`config.mk`:
```
export PLATFORM = sky130hd
export DESIGN_NAME = round_timer_flat
export DESIGN_NICKNAME = d
export VERILOG_FILES = /design/src/rtl/round_timer_if.sv /design/src/rtl/round_timer.sv /design/src/flat_wrapper.sv
export SDC_FILE = /design/constraint.sdc
export NUM_CORES = 1
export LEC_CHECK = 0
export CAP_MARGIN = 30
export CELL_PAD_IN_SITES_DETAIL_PLACEMENT = 1
export CELL_PAD_IN_SITES_GLOBAL_PLACEMENT = 2
export CORE_MARGIN = 4
export CORE_UTILIZATION = 39
export CTS_CLUSTER_DIAMETER = 60
export DETAILED_ROUTE_END_ITERATION = 12
export PLACE_DENSITY = 0.82
export SYNTH_ARGS = -nofsm -noshare
export SYNTH_HDL_FRONTEND = slang
export SYNTH_SLANG_ARGS = --single-unit
```
`constraint.sdc`:
```
create_clock -name clock -period 7.5 [get_ports clock]
set_input_delay 1.5 -clock clock [delete_from_list [all_inputs] [get_ports clock]]
set_output_delay 1.5 -clock clock [all_outputs]
set_load 0.005 [all_outputs]
```
`src/rtl/round_timer_if.sv`:
```
// Control/status bundle between the game FSM (master) and the round timer (slave).
interface round_timer_if;
  logic       start;
  logic       pause;
  logic [3:0] difficulty;
  logic [4:0] progress;
  logic       running;
  logic       expired;

  modport master (
    output start, pause, difficulty,
    input  progress, running, expired
  );

  modport slave (
    input  start, pause, difficulty,
    output progress, running, expired
  );
endinterface

```
`src/rtl/round_timer.sv`:
```
// Round countdown timer: progress steps FULL..0 at a difficulty-scaled period,
// with pause/hold, restart and a one-cycle expiry pulse.
module round_timer #(
  parameter int unsigned TICK_N   = 5000000,
  parameter int unsigned FULL     = 10,
  parameter int unsigned DIFF_MAX = 15
) (
  input  logic         clock,
  input  logic         resetn,
  round_timer_if.slave bus
);

  typedef enum logic [1:0] {
    S_IDLE = 2'd0,
    S_RUN  = 2'd1,
    S_HOLD = 2'd2,
    S_DONE = 2'd3
  } state_t;

  localparam logic [4:0]  FULL_V   = 5'(FULL);
  localparam logic [3:0]  DMAX_V   = 4'(DIFF_MAX);
  localparam logic [31:0] TICK_V   = 32'(TICK_N);
  localparam logic [31:0] DMAX1_V  = 32'(DIFF_MAX) + 32'd1;

  state_t      r_state;
  logic [31:0] r_prescaler;
  logic [31:0] r_period;
  logic [3:0]  r_diff_lat;
  logic [4:0]  r_progress;
  logic        r_running;
  logic        r_expired;

  logic [3:0]  w_diff_eff;
  logic [31:0] w_period_new;
  logic        w_step;

  function automatic logic [3:0] clamp_diff(input logic [3:0] d);
    logic [3:0] res;
    if (d == 4'd0) begin
      res = 4'd1;
    end else if (d > DMAX_V) begin
      res = DMAX_V;
    end else begin
      res = d;
    end
    return res;
  endfunction

  // The multiply result is only captured on start, never used per cycle.
  assign w_diff_eff   = clamp_diff(bus.difficulty);
  assign w_period_new = TICK_V * (DMAX1_V - {28'd0, w_diff_eff});
  assign w_step       = (r_prescaler == (r_period - 32'd1));

  // Timer state machine with registered outputs.
  always_ff @(posedge clock) begin
    if (!resetn) begin
      r_state     <= S_IDLE;
      r_prescaler <= 32'd0;
      r_period    <= TICK_V * (DMAX1_V - 32'd1);
      r_diff_lat  <= 4'd1;
      r_progress  <= 5'd0;
      r_running   <= 1'b0;
      r_expired   <= 1'b0;
    end else if (bus.start) begin
      r_state     <= S_RUN;
      r_prescaler <= 32'd0;
      r_period    <= w_period_new;
      r_diff_lat  <= w_diff_eff;
      r_progress  <= FULL_V;
      r_running   <= 1'b1;
      r_expired   <= 1'b0;
    end else begin
      r_expired <= 1'b0;
      case (r_state)
        // The resume cycle out of HOLD counts, so the delay equals the paused cycles.
        S_RUN, S_HOLD: begin
          if (bus.pause) begin
            r_state <= S_HOLD;
          end else if (w_step) begin
            r_prescaler <= 32'd0;
            if (r_progress <= 5'd1) begin
              r_progress <= 5'd0;
              r_state    <= S_DONE;
              r_running  <= 1'b0;
              r_expired  <= 1'b1;
            end else begin
              r_progress <= r_progress - 5'd1;
              r_state    <= S_RUN;
            end
          end else begin
            r_prescaler <= r_prescaler + 32'd1;
            r_state     <= S_RUN;
          end
        end
        S_IDLE, S_DONE: begin
          r_running <= 1'b0;
        end
        default: begin
          r_state   <= S_IDLE;
          r_running <= 1'b0;
        end
      endcase
    end
  end

  assign bus.progress = r_progress;
  assign bus.running  = r_running;
  assign bus.expired  = r_expired;

endmodule

```
`src/flat_wrapper.sv`:
```
// flat-port wrapper written by rule: the top's interface ports become plain ports
module round_timer_flat 
#(
  parameter int unsigned TICK_N   = 5000000,
  parameter int unsigned FULL     = 10,
  parameter int unsigned DIFF_MAX = 15
)
  (clock, resetn, bus_start, bus_pause, bus_difficulty, bus_progress, bus_running, bus_expired);
  round_timer_if bus_i ();
  input  logic clock;
  input  logic resetn;
  input wire logic [$bits(bus_i.start)-1:0] bus_start;
  input wire logic [$bits(bus_i.pause)-1:0] bus_pause;
  input wire logic [$bits(bus_i.difficulty)-1:0] bus_difficulty;
  output wire logic [$bits(bus_i.progress)-1:0] bus_progress;
  output wire logic [$bits(bus_i.running)-1:0] bus_running;
  output wire logic [$bits(bus_i.expired)-1:0] bus_expired;
  assign bus_i.start = bus_start;
  assign bus_i.pause = bus_pause;
  assign bus_i.difficulty = bus_difficulty;
  assign bus_progress = bus_i.progress;
  assign bus_running = bus_i.running;
  assign bus_expired = bus_i.expired;
  round_timer #(.TICK_N(TICK_N), .FULL(FULL), .DIFF_MAX(DIFF_MAX)) u_core (.clock(clock), .resetn(resetn), .bus(bus_i));
endmodule
```
Word-level counts from Yosys, hierarchy flattened
Cells that the tools add are included.
{"block": "totals", "regBits": 67, "in_bits": 8, "out_inout_bits": 7}
{"block": "op_classes", "n_addsub": 4, "n_mul": 1, "order_cmp": 2, "eq_ne": 8, "n_mux": 19, "bitwise": 4, "n_reduce_logical": 12}
{"operator": "32-bit by 1-bit adder with 32-bit output, second input constant", "count": 1}
{"operator": "32-bit equality test", "count": 1}
{"operator": "17-bit by 32-bit multiplier with 26-bit output, first input constant", "count": 1}
{"operator": "32-bit 2-to-1 mux", "count": 1}
{"operator": "32-bit by 1-bit subtractor with 32-bit output, second input constant", "count": 1}
{"operator": "4-bit 2-to-1 mux", "count": 6}
{"operator": "3-bit AND reduction", "count": 3}
{"operator": "1-bit 2-to-1 mux", "count": 7}
{"operator": "2-bit 2-to-1 mux", "count": 3}
{"operator": "3-bit by 2-bit != test with 1-bit output, second input constant", "count": 2}
{"operator": "2-bit OR reduction", "count": 3}
{"operator": "5-bit by 4-bit subtractor with 6-bit output, first input constant", "count": 1}
{"operator": "5-bit by 1-bit <= comparator with 1-bit output, second input constant", "count": 1}
{"operator": "5-bit 2-to-1 mux", "count": 1}
{"operator": "5-bit OR reduction", "count": 1}
{"operator": "5-bit by 1-bit subtractor with 5-bit output, second input constant", "count": 1}
{"operator": "2-bit equality test, second input constant", "count": 2}
{"operator": "4-bit greater-than comparator, second input constant", "count": 1}
{"operator": "4-bit logical NOT", "count": 1}
{"operator": "1-bit inverter", "count": 4}
{"operator": "2-bit nonzero test", "count": 2}
{"operator": "3-bit != test, second input constant", "count": 1}
{"operator": "2-bit by 1-bit equality test with 1-bit output, second input constant", "count": 1}
{"operator": "2-bit logical NOT", "count": 1}
{"operator": "3 further kinds", "count": 3}

Depth between registers and ports, before layout
Gate-level depths: netlist (run 1).
{"block": "depth", "ltp_word": 6, "mapped_depth": 22, "mapped_depth_nobuf": 21}

Least setup slack after synthesis (run 1)
Ideal clock, no wire load.
{"block": "synth_path", "path_kind": "input to register", "start": "in bus_difficulty[1]", "end": "reg u_core.r_period[25]", "setup_ps": 122, "t_arrival_ps": 6379, "required_time_ps": 7378, "setup_slack_ps": 999, "path_stages": 22, "n_path_buf": 1, "path_cell_list": "clkbuf_1 -> nor3_1 -> nor2_1 -> ha_1 -> nor3b_1 -> ha_1 -> ha_1 -> ha_1 -> ha_1 -> ha_1 -> inv_1 -> fa_1 -> inv_1 -> ha_1 -> or2_2 -> a311oi_1 -> o21ai_0 -> a31oi_1 -> o21bai_1 -> a21oi_1 -> xor2_1 -> o21ai_0"}
{"block": "synth_via", "elab_chain_len": 5, "word_cells_on_any_way": 6, "cone_classes": "add/sub: 1; mul: 1; order compare: 1; mux: 2; reduce/logical: 1"}
{"element": "start: declaration", "line": "flat_wrapper.sv:14", "rtl": "input wire logic [$bits(bus_i.difficulty)-1:0] bus_difficulty;"}
{"element": "4-bit greater-than comparator", "line": "round_timer.sv:41", "rtl": "end else if (d > DMAX_V) begin"}
{"element": "4-bit 2-to-1 mux", "line": "round_timer.sv:41"}
{"element": "4-bit 2-to-1 mux *", "line": "round_timer.sv:39", "rtl": "if (d == 4'd0) begin"}
{"element": "5-bit by 4-bit subtractor with 6-bit output *", "line": "round_timer.sv:51", "rtl": "assign w_period_new = TICK_V * (DMAX1_V - {28'd0, w_diff_eff});"}
{"element": "17-bit by 32-bit multiplier with 26-bit output *", "line": "round_timer.sv:51"}
{"element": "end signal: assignment", "line": "round_timer.sv:59", "rtl": "r_period <= TICK_V * (DMAX1_V - 32'd1);"}
{"element": "end signal: assignment", "line": "round_timer.sv:67", "rtl": "r_period <= w_period_new;"}
{"element": "end: declaration", "line": "round_timer.sv:27", "rtl": "logic [31:0] r_period;"}
Mark *: on every way between the ends. The rest lies on a longest branch, timed or not.
A chain may end at the register's enable or synchronous reset.

Worst setup path in the final report (run 1)
{"block": "layout_path", "start": "in bus_difficulty[1]", "end": "reg u_core.r_period[26]"}
Same word-level chain as after synthesis.

==> flow_summary_export.csv, run 1 <==
group,metric,value,unit
outcome,run_status,"complete, no violations",
global_routing,grt_pass1_wl,22.6,mm
cts,h-tree-depth,3,
synth,syn_area,5030,um2
run,maxCapViolations,0,
worst_hold_path,hold-path-endpoint,"u_core.r_prescaler[1]",
placed_design,place_inst,766,
route,drt_iter0_drc,221,
worst_hold_path,holdCritPathClass,"flop to flop",
global_routing,grt_max_degree,32,
synth,yosysUniqueCellTypes,67,
global_routing,grt_most_used_layer,"met2",
route,route.detailed.drc,0,
route,drt_wl_total,13.2,mm
critical_path,cp-end-kind,"flop",
route,dr.pass1.iters,4,
synth,yosys.area.top_type,"dfxtp_1",
critical_path,ff2ff_path_depth,10,
critical_path,critPathMaxFanout,9,
synth,synthArstFlopShare,0,%
placed_design,gp_congestion,0.867,
sta,finalSetupViolCount,0,
route,vias_per_cell,5.46,
synth,avgSynthCellArea,8.44,um2
cts,cts_setup_buffers,0,
sta,period_share,90.6,%
cells_and_area,post-route-util,44.8,%
power,p_sw_share,31.0,%
power,total_power,1.19,mW
sta,slew_viol_final,0,
floorplanning,fp.dieW,122,um
critical_path,r2r-start,"u_core.r_period[6]",
cts,clk_latency,0.34,ns
global_routing,antenna_found_initial,0,
cells_and_area,finalNonFillerCells,782,
worst_hold_path,min_path_cells,2,
synth,yosysSeqAreaShare,25.5,%
synth,ys_seq_elements,64,
synth,synth_cells,596,
route,wire_per_inst,16.9,um
cts,cts_root_buffer,"clkbuf_16",
placed_design,hpwlAfterDp,10.7,mm
synth,synth.top_cell.area_share,25.5,%
synth,syn-num-nets,678,
sta,skew,0.00497,ns
sta,fmax,0.147,GHz
placed_design,port-buffer-count,14,
power,powerDensity,211,nW/um2
power,vdd_drop_max,0.0000996,V
floorplanning,floorplan.initialDensity,39.9,%
cts,cts_tree,"built",
cts,clock_sinks,64,
cells_and_area,antenna_cells,0,
route,ant_nets,0,
cells_and_area,n_fill_cell,1520,
power,leakage,2.28,nW
cts,post_cts_resize_count,0,
critical_path,r2r_end,"u_core.r_prescaler[10]",
cells_and_area,drive_above_1_share,5.90,%
sta,tightest_slew,0.983,ns
power,intPower,0.821,mW
worst_hold_path,holdCritStartpoint,"u_core.r_prescaler[1]",
sta,hold_viol,0,
synth,ys.warnings.count,0,
synth,ys.flop_type,"dfxtp_1",
placed_design,placed_cell_area,5310,um2
critical_path,startpoint,"bus_difficulty[1]",
power,seqPwrFrac,32.7,%
cells_and_area,stdcell_area,5650,um2
sta,rsz0062_at_grt,"false",
cells_and_area,synthToLayoutAreaGrowth,12.4,%
route,via_count,4272,
global_routing,use_met3,3.67,%
global_routing,use_met2,31.4,%
global_routing,grt.overflow.total,0,
global_routing,use_met1,26.0,%
floorplanning,fp.dieH,122,um
global_routing,grt_usage,19.2,%
cts,cts-hold-fix-buffers,0,
global_routing,grt_pass1_vias,4347,
critical_path,required,7.71,ns
cts,clock_path_buffers,2,
sta,fin_setup_tns,0,ns
synth,yosysMostFrequentCell,"nor2_1",
critical_path,rrSetupSlack,3.45,ns
cts,path_clk_slew,0.06,ns
floorplanning,rows,41,
power,p_sw,0.370,mW
floorplanning,dieArea,14800,um2
synth,synth_common_cells,"nor2_1 (70), ha_1 (68), dfxtp_1 (64)",
critical_path,cp-start-kind,"input pin",
critical_path,worstPathArrival,7.00,ns
floorplanning,coreArea,12600,um2
power,pwr-share-comb,26.4,%
synth,synth_edf_count,0,
sta,layout_min_cycle_time,6.80,ns
critical_path,worstSetupPathType,"input pin to flop",
sta,slew_headroom,33.8,%
cts,cts_buffers,9,
power,clkPwrFrac,40.9,%
cells_and_area,nets,687,
floorplanning,ios,15,
synth,synth_top_cells_by_area,"dfxtp_1 (25%), ha_1 (17%), xor2_1 (6.6%)",
kinds of logic after synthesis:
family | Yosys count | synth area share, %
fa+ha+maj | 74 | 19.3
xor+xnor | 75 | 13.1
flops | 64 | 25.5
compound gates | 87 | 11.9
simple gates | 246 | 24.8
mux | 10 | 1.99
buf+inv | 40 | 3.51
per-stage QoR:
step	hold WS, ns	worst slack, ns
floorplan	0.449	0.999
global placement	0.463	0.521
detailed placement	0.478	0.349
CTS	0.486	0.662
global route	0.515	0.286
finish	0.481	0.704
metal layers:
| layer | wire [um] | share of wire, % | vias to the layer above |
|---|---|---|---|
| met2 | 6260 | 47 | 53 |
| met1 | 6360 | 48 | 2055 |
| met5 | 0 | 0 | - |
| li1 | - | - | 2149 |
| met3 | 419 | 3.2 | 15 |
| met4 | 192 | 1.5 | 0 |
placed cells by master, fill, tap and decap left out, types with 4 or more instances in the layout:
| master | Yosys | layout |
|---|---|---|
| or2_2 | 5 | 5 |
| dfxtp_1 | 64 | 64 |
| nand3b_1 | 4 | 4 |
| clkdlybuf4s50_1 | 0 | 14 |
| nand3_1 | 19 | 19 |
| mux2i_1 | 10 | 10 |
| nand2_1 | 49 | 49 |
| or3_1 | 8 | 8 |
| xnor2_1 | 37 | 37 |
| nor2b_1 | 5 | 5 |
| nor2_1 | 70 | 70 |
| nor4_1 | 8 | 8 |
| nor2_2 | 5 | 5 |
| and3_1 | 12 | 12 |
| fa_1 | 6 | 6 |
| a21oi_1 | 15 | 15 |
| clkbuf_16 | 0 | 9 |
| nor3_1 | 23 | 23 |
| ha_1 | 68 | 68 |
| o31ai_1 | 4 | 4 |
| nand4_1 | 13 | 13 |
| inv_1 | 22 | 22 |
| a211oi_1 | 5 | 5 |
| o21ai_0 | 25 | 25 |
| or4_1 | 4 | 4 |
| xor2_1 | 38 | 38 |
state kept, by name, indices dropped and copies added (netlist names):
name	count
u_core.r_prescaler	32
u_core.r_period	23
u_core.bus.progress	5
u_core.r_state	2
u_core.bus.expired	1
u_core.bus.running	1
final cells by class:
type                            count  area [um2]  share of cell area [%]
Clock buffer                        9         225                    3.98
Clock inverter                      7         120                    2.13
Inverter                           22        82.6                    1.46
Multi-Input combinational cell    492        3570                    63.2
Sequential cell                    64        1280                    22.7
Tap cell                          172         215                    3.81
Timing Repair Buffer               16         155                    2.75
how the worst max path moves through the flow:
stage	endpoint	slack, ns
6_report	u_core.r_period[26]	0.70
5_1_grt	u_core.r_period[26]	0.29
4_1_cts	u_core.r_period[26]	0.66
3_5_place_dp	u_core.r_period[26]	0.35
3_3_place_gp	u_core.r_period[26]	0.52
2_1_floorplan	u_core.r_period[25]	1.0
critical path, stage by stage:
cell and delay [ns]:
clkdlybuf4s50_1 0.65, nor3_1 0.10, nor2_1 0.32, ha_1 0.26, nor3b_1 0.20, buf_4 0.20, ha_1 0.26, ha_1 0.28
ha_1 0.28, ha_1 0.30, fa_1 0.49, ha_1 0.36, nor2b_1 0.15, o21ai_0 0.22, a21boi_0 0.21, o31ai_1 0.54
a211oi_1 0.20, nor3_1 0.25, xor2_1 0.15, o21ai_0 0.08
power by group through the flow:
stage	registers [mW]	logic [mW]	clock network, mW
after global routing	0.394	0.361	0.512
after global placement	0.396	0.305	0
after floorplan	0.386	0.235	0
final	0.389	0.314	0.488
after detailed placement	0.397	0.315	0
after CTS	0.389	0.320	0.501
No activity file was read; power rests on OpenSTA's default activity.
==> run 2: changes to the inputs <==
--- a/config.mk
+++ b/config.mk
@@ -5,7 +5,6 @@
 export SDC_FILE = /design/constraint.sdc
 export NUM_CORES = 1
 export LEC_CHECK = 0
-export CAP_MARGIN = 30
 export CELL_PAD_IN_SITES_DETAIL_PLACEMENT = 1
 export CELL_PAD_IN_SITES_GLOBAL_PLACEMENT = 2
 export CORE_MARGIN = 4
==> results of run 2 <==
Same layout as run 1: the final DEF is identical, and so are final timing and power.
==> patch 1: new RTL, config.mk and constraints of run 1 <==
Re-encode `state_t` (4 states) as Gray code, 2 bits wide.
--- a/src/rtl/round_timer.sv
+++ b/src/rtl/round_timer.sv
@@ -12,8 +12,8 @@
 
   typedef enum logic [1:0] {
-    S_IDLE = 2'd0,
-    S_RUN  = 2'd1,
-    S_HOLD = 2'd2,
-    S_DONE = 2'd3
+    S_IDLE = 2'b00,
+    S_RUN  = 2'b01,
+    S_HOLD = 2'b11,
+    S_DONE = 2'b10
   } state_t;
 
Behaviour: no difference found for any inputs over 10 cycles, from zero or initial values and one cycle with resetn low; not proved beyond that.
==> patch 1 against run 1 <==
Maximum frequency is 5.4% higher; combinational power is 4% higher; cell area is 5.2% higher; area after synthesis is 6.7% higher; setup slack better by 0.35 ns; total power is 2.4% lower; largest cell class unchanged; routed wire length is 9.4% higher; non-clock buffer count is 4 higher; sequential cell count is 1 lower; cell count is 4.6% higher; sequential power is 2% higher; global-route usage is 0.12 points higher; via count is 8.8% higher.
==> patch 1: results (changes against run 1) <==
status: completed (unchanged)
largest net degree at the start of global routing: 38 (was 32)
H-tree Lvls: 3 (unchanged)
Psw: 376 uW (was 370 uW)
routed wire length: 14.5 mm (was 13.2 mm)
met1 Track Usage GR: 25.6% (was 26.0%)
Peak VDD IR: 120 uV (was 99.6 uV)
WL/cell: 17.7 um (was 16.9 um)
worst-path fanout max: 8 (was 9)
sequential share of power: 34.1% (was 32.7%)
share of cells above drive strength 1: 6.23% (was 5.90%)
Worst slew margin: 32.1% (was 33.8%)
Post-DP HPWL: 11.5 mm (was 10.7 mm)
Synth Area in Adders: 17.6% (was 19.3%)
DR iter-0 viols: 236 (was 221)
vias in the first global route: 4847 (was 4347)
Final nets: 717 (was 687)
Worst Path Arrival: 6.68 ns (was 7.00 ns)
Fin Clk Skew: 0.00739 ns (was 0.00497 ns)
syn nets: 712 (was 678)
mean post-synth cell area: 8.49 um^2 (was 8.44 um^2)
mux cell area share after synthesis: 1.49% (was 1.99%)
M3 GR Usage: 2.77% (was 3.67%)
post-synth cell types: 72 (was 67)
static leakage: 0.00241 uW (was 0.00228 uW)
gp weighted congestion: 0.859 (was 0.867)
top post-synthesis cells by count: 66 x ha_1, 65 x nor2_1, 63 x dfxtp_1, 47 x nand2_1, 42 x xor2_1 (was 70 x nor2_1, 68 x ha_1, 64 x dfxtp_1, 49 x nand2_1, 38 x xor2_1)
XOR/XNOR Fraction of Synth Area: 12.4% (was 13.1%)
Compound-Gate Fraction of Synth Area: 14.9% (was 11.9%)
Clock Path Buffers: 2 (unchanged)
met2 usage: 32.2% (was 31.4%)
Setup WS pre-CTS: 0.691 ns (was 0.349 ns)
part of the Yosys area used for sequential elements: 23.5% (was 25.5%)
TritonCTS buffer count: 9 (unchanged)
Area after DPL: 5640 um^2 (was 5310 um^2)
Max stage delay on crit path: 0.50 ns (was 0.65 ns)
first-pass GRT wire length: 24.8 mm (was 22.6 mm)
total track usage: 19.3% (was 19.2%)
total placed cells including tap cells: 802 (was 766)
total number of vias: 4649 (was 4272)
n_diodes: 0 (unchanged)
main area contributors after synthesis: dfxtp_1 24%, ha_1 15%, xor2_1 6.9% (was dfxtp_1 25%, ha_1 17%, xor2_1 6.6%)
[patch 1: cell count changes after synthesis, moves of 5 or more]
cell	before	now
o211ai_1	1	14
nand3_1	19	30
nor2b_1	5	13
clkbuf_1	10	17
nor3_1	23	16
inv_1	22	28
nand4b_1	0	6
nor2_1	70	65
o21ai_0	25	20
[patch 1: power groups by stage]
| stage | registers, uW | logic [uW] | clock network [uW] |
|---|---|---|---|
| final | 397 | 327 | 440 |
| after global routing | 401 | 375 | 468 |
| after CTS | 396 | 330 | 452 |
| after detailed placement | 403 | 327 | 0 |
| after global placement | 402 | 317 | 0 |
| after floorplan | 380 | 260 | 0 |
[patch 1: path summary, 6_finish.rpt]
kind,startpoint,end,slack (ns),depth (start not counted)
max,bus_difficulty[2],u_core.r_period[25]$_SDFFE_PN0P_,1.05,20
min,u_core.r_prescaler[1]$_SDFFE_PP0P_,u_core.r_prescaler[1]$_SDFFE_PP0P_,0.48,2
max reg2reg,u_core.r_period[7]$_SDFFE_PN1P_,u_core.r_prescaler[12]$_SDFFE_PP0P_,3.20,10
min reg2reg,u_core.r_prescaler[1]$_SDFFE_PP0P_,u_core.r_prescaler[1]$_SDFFE_PP0P_,0.48,2
[patch 1: metal layers]
layer  part of all wire [%]  wire (um)
met1                     48       7010
met3                    1.8        261
met2                     48       6900
met5                      0          0
met4                    2.1        298
[patch 1: layout make-up]
type / count / area, um^2
clock buffers: 12 / 236
clock inverters: 4 / 70.1
fillers: 1624 / 7400
inverters: 28 / 105
multi-input cells: 515 / 3860
flip-flops and latches: 63 / 1260
well taps: 176 / 220
repair buffers: 20 / 185
==> patch 2: new RTL, flow settings as in run 1 <==
Made on the original files. `DIFF_MAX` is set to 15 in 2 places; all go to 8.
--- a/src/rtl/round_timer.sv
+++ b/src/rtl/round_timer.sv
@@ -4,5 +4,5 @@
   parameter int unsigned TICK_N   = 5000000,
   parameter int unsigned FULL     = 10,
-  parameter int unsigned DIFF_MAX = 15
+  parameter int unsigned DIFF_MAX = 8
 ) (
   input  logic         clock,
--- a/src/flat_wrapper.sv
+++ b/src/flat_wrapper.sv
@@ -4,5 +4,5 @@
   parameter int unsigned TICK_N   = 5000000,
   parameter int unsigned FULL     = 10,
-  parameter int unsigned DIFF_MAX = 15
+  parameter int unsigned DIFF_MAX = 8
 )
   (clock, resetn, bus_start, bus_pause, bus_difficulty, bus_progress, bus_running, bus_expired);
Formal check against the unedited RTL: no difference found for any inputs over 10 cycles, from zero or initial values and one cycle with resetn low; that may be too few to reach the edited logic, so the function may still have changed.
==> patch 2 against run 1 <==
Via count grew 17%; first-iteration DRC count down 22%; area after synthesis increased by 21%; cell area is 20% higher; setup slack better by 0.21 ns; routed wire length grew 21%; sequential cell count grew 3.
Power is not compared: it rests on default switching activity, and its combinational part moved more than twofold at a synthesized area within 25%.
==> patch 2: results (changes against run 1) <==
Worst Path Arrival: 6.81 ns (was 7.00 ns)
total combinational power: 825 uW
XOR/XNOR Fraction of Synth Area: 11.3% (was 13.1%)
status: completed (unchanged)
first-pass GRT wire length: 26.6 mm (was 22.6 mm)
Hold Path End: u_core.r_prescaler[4]$_SDFFE_PP0P_ (was u_core.r_prescaler[1]$_SDFFE_PP0P_)
Final TNS setup: 0 ns (unchanged)
worst-path fanout max: 7 (was 9)
part of the Yosys area used for sequential elements: 22.0% (was 25.5%)
crit path launch: bus_difficulty[1] (unchanged)
gp weighted congestion: 0.843 (was 0.867)
largest net degree at the start of global routing: 37 (was 32)
met3 routed WL: 324 um (was 419 um)
post-synth cell types: 72 (was 67)
HP Start: u_core.r_prescaler[4]$_SDFFE_PP0P_ (was u_core.r_prescaler[1]$_SDFFE_PP0P_)
Worst slew margin: 31.9% (was 33.8%)
Fin Clk Skew: 0.00815 ns (was 0.00497 ns)
WL/cell: 17.1 um (was 16.9 um)
M3 GR Usage: 2.68% (was 3.67%)
Compound-Gate Fraction of Synth Area: 12.4% (was 11.9%)
vias in the first global route: 5301 (was 4347)
DR WL met2: 8.17 mm (was 6.26 mm)
CP Capture Point: u_core.r_period[26]$_SDFFE_PN0P_ (was u_core.r_period[26]$_SDFFE_PN1P_)
H-tree Lvls: 3 (unchanged)
total track usage: 18.6% (was 19.2%)
share of cells above drive strength 1: 9.24% (was 5.90%)
Metal-1 WL: 7.03 mm (was 6.36 mm)
mux cell area share after synthesis: 2.30% (was 1.99%)
r2r endpoint: u_core.r_prescaler[8]$_SDFFE_PP0P_ (was u_core.r_prescaler[10]$_SDFFE_PP0P_)
top post-synthesis cells by count: 67 x dfxtp_1, 66 x ha_1, 51 x inv_1, 44 x xor2_1, 42 x nand2_1 (was 70 x nor2_1, 68 x ha_1, 64 x dfxtp_1, 49 x nand2_1, 38 x xor2_1)
Reg-to-Reg Start: u_core.r_period[6]$_SDFFE_PN0P_ (was u_core.r_period[6]$_SDFFE_PN1P_)
Final nets: 815 (was 687)
worst reg2reg setup slack: 3.86 ns (was 3.45 ns)
total number of vias: 4978 (was 4272)
clock root buffer: clkbuf_16 (unchanged)
worst-skew pair later-pin latency: 0.34 ns (about the same)
Area after DPL: 6470 um^2 (was 5310 um^2)
main area contributors after synthesis: dfxtp_1 22%, ha_1 14%, fa_1 6.9% (was dfxtp_1 25%, ha_1 17%, xor2_1 6.6%)
met2 usage: 34.1% (was 31.4%)
Post-DP HPWL: 13.0 mm (was 10.7 mm)
Synth Area in Adders: 20.4% (was 19.3%)
DR iter-0 viols: 173 (was 221)
met1 Track Usage GR: 21.7% (was 26.0%)
==> patch 2: changes by cell type in the layout (fill, tap and decap cells not counted), sizes merged, moves of 7 or more <==
cell   change
inv       +29
conb      +17
fa        +15
nor2b     +13
a21oi      +7
nand2      -7
nand4      +7
nor2       -7
==> patch 2: cell families after synthesis <==
| group | Yosys count |
|---|---|
| simple gates | 265 |
| other cells | 2 |
| fa+ha+maj | 87 |
| compound gates | 109 |
| xor+xnor | 79 |
| flops | 67 |
| buf+inv | 75 |
| mux | 14 |
==> patch 2: stage by stage <==
stage / worst slack, ns / hold WS [ns] / power (uW) / instances / util (%)
6_report: 0.910 / 0.499 / 1720 / 936 / 44.4
5_1_grt: 0.472 / 0.535 / 1870 / 936 / 44.4
4_1_cts: 0.885 / 0.503 / 1730 / 936 / 44.4
3_5_place_dp: 0.513 / 0.493 / 1290 / 920 / 42.4
3_3_place_gp: 0.725 / 0.475 / 1260 / 920 / 42.4
2_1_floorplan: 1.18 / 0.458 / 1090 / 713 / -
==> patch 2: layout make-up <==
type | count | area [um^2]
fill | 1818 | 8480
inverter | 51 | 191
timing repair buffer | 20 | 185
sequential | 67 | 1340
clock inverter | 6 | 65.1
tap | 211 | 264
multi-input combinational | 571 | 4490
clock buffer | 10 | 239
==> patch 2: critical path: stages <==
cell             delay (ns)
clkdlybuf4s50_1        0.48
nor2b_1                0.21
inv_1                  0.06
ha_1                   0.21
xor2_1                 0.14
buf_4                  0.17
ha_1                   0.34
ha_1                   0.30
ha_1                   0.20
fa_1                   0.48
ha_1                   0.28
inv_1                  0.05
fa_1                   0.53
inv_1                  0.04
ha_1                   0.31
a21oi_1                0.27
o211ai_1               0.22
nand3_1                0.16
a31oi_1                0.12
o21ai_0                0.29
mux2i_1                0.12
a311o_1                0.33
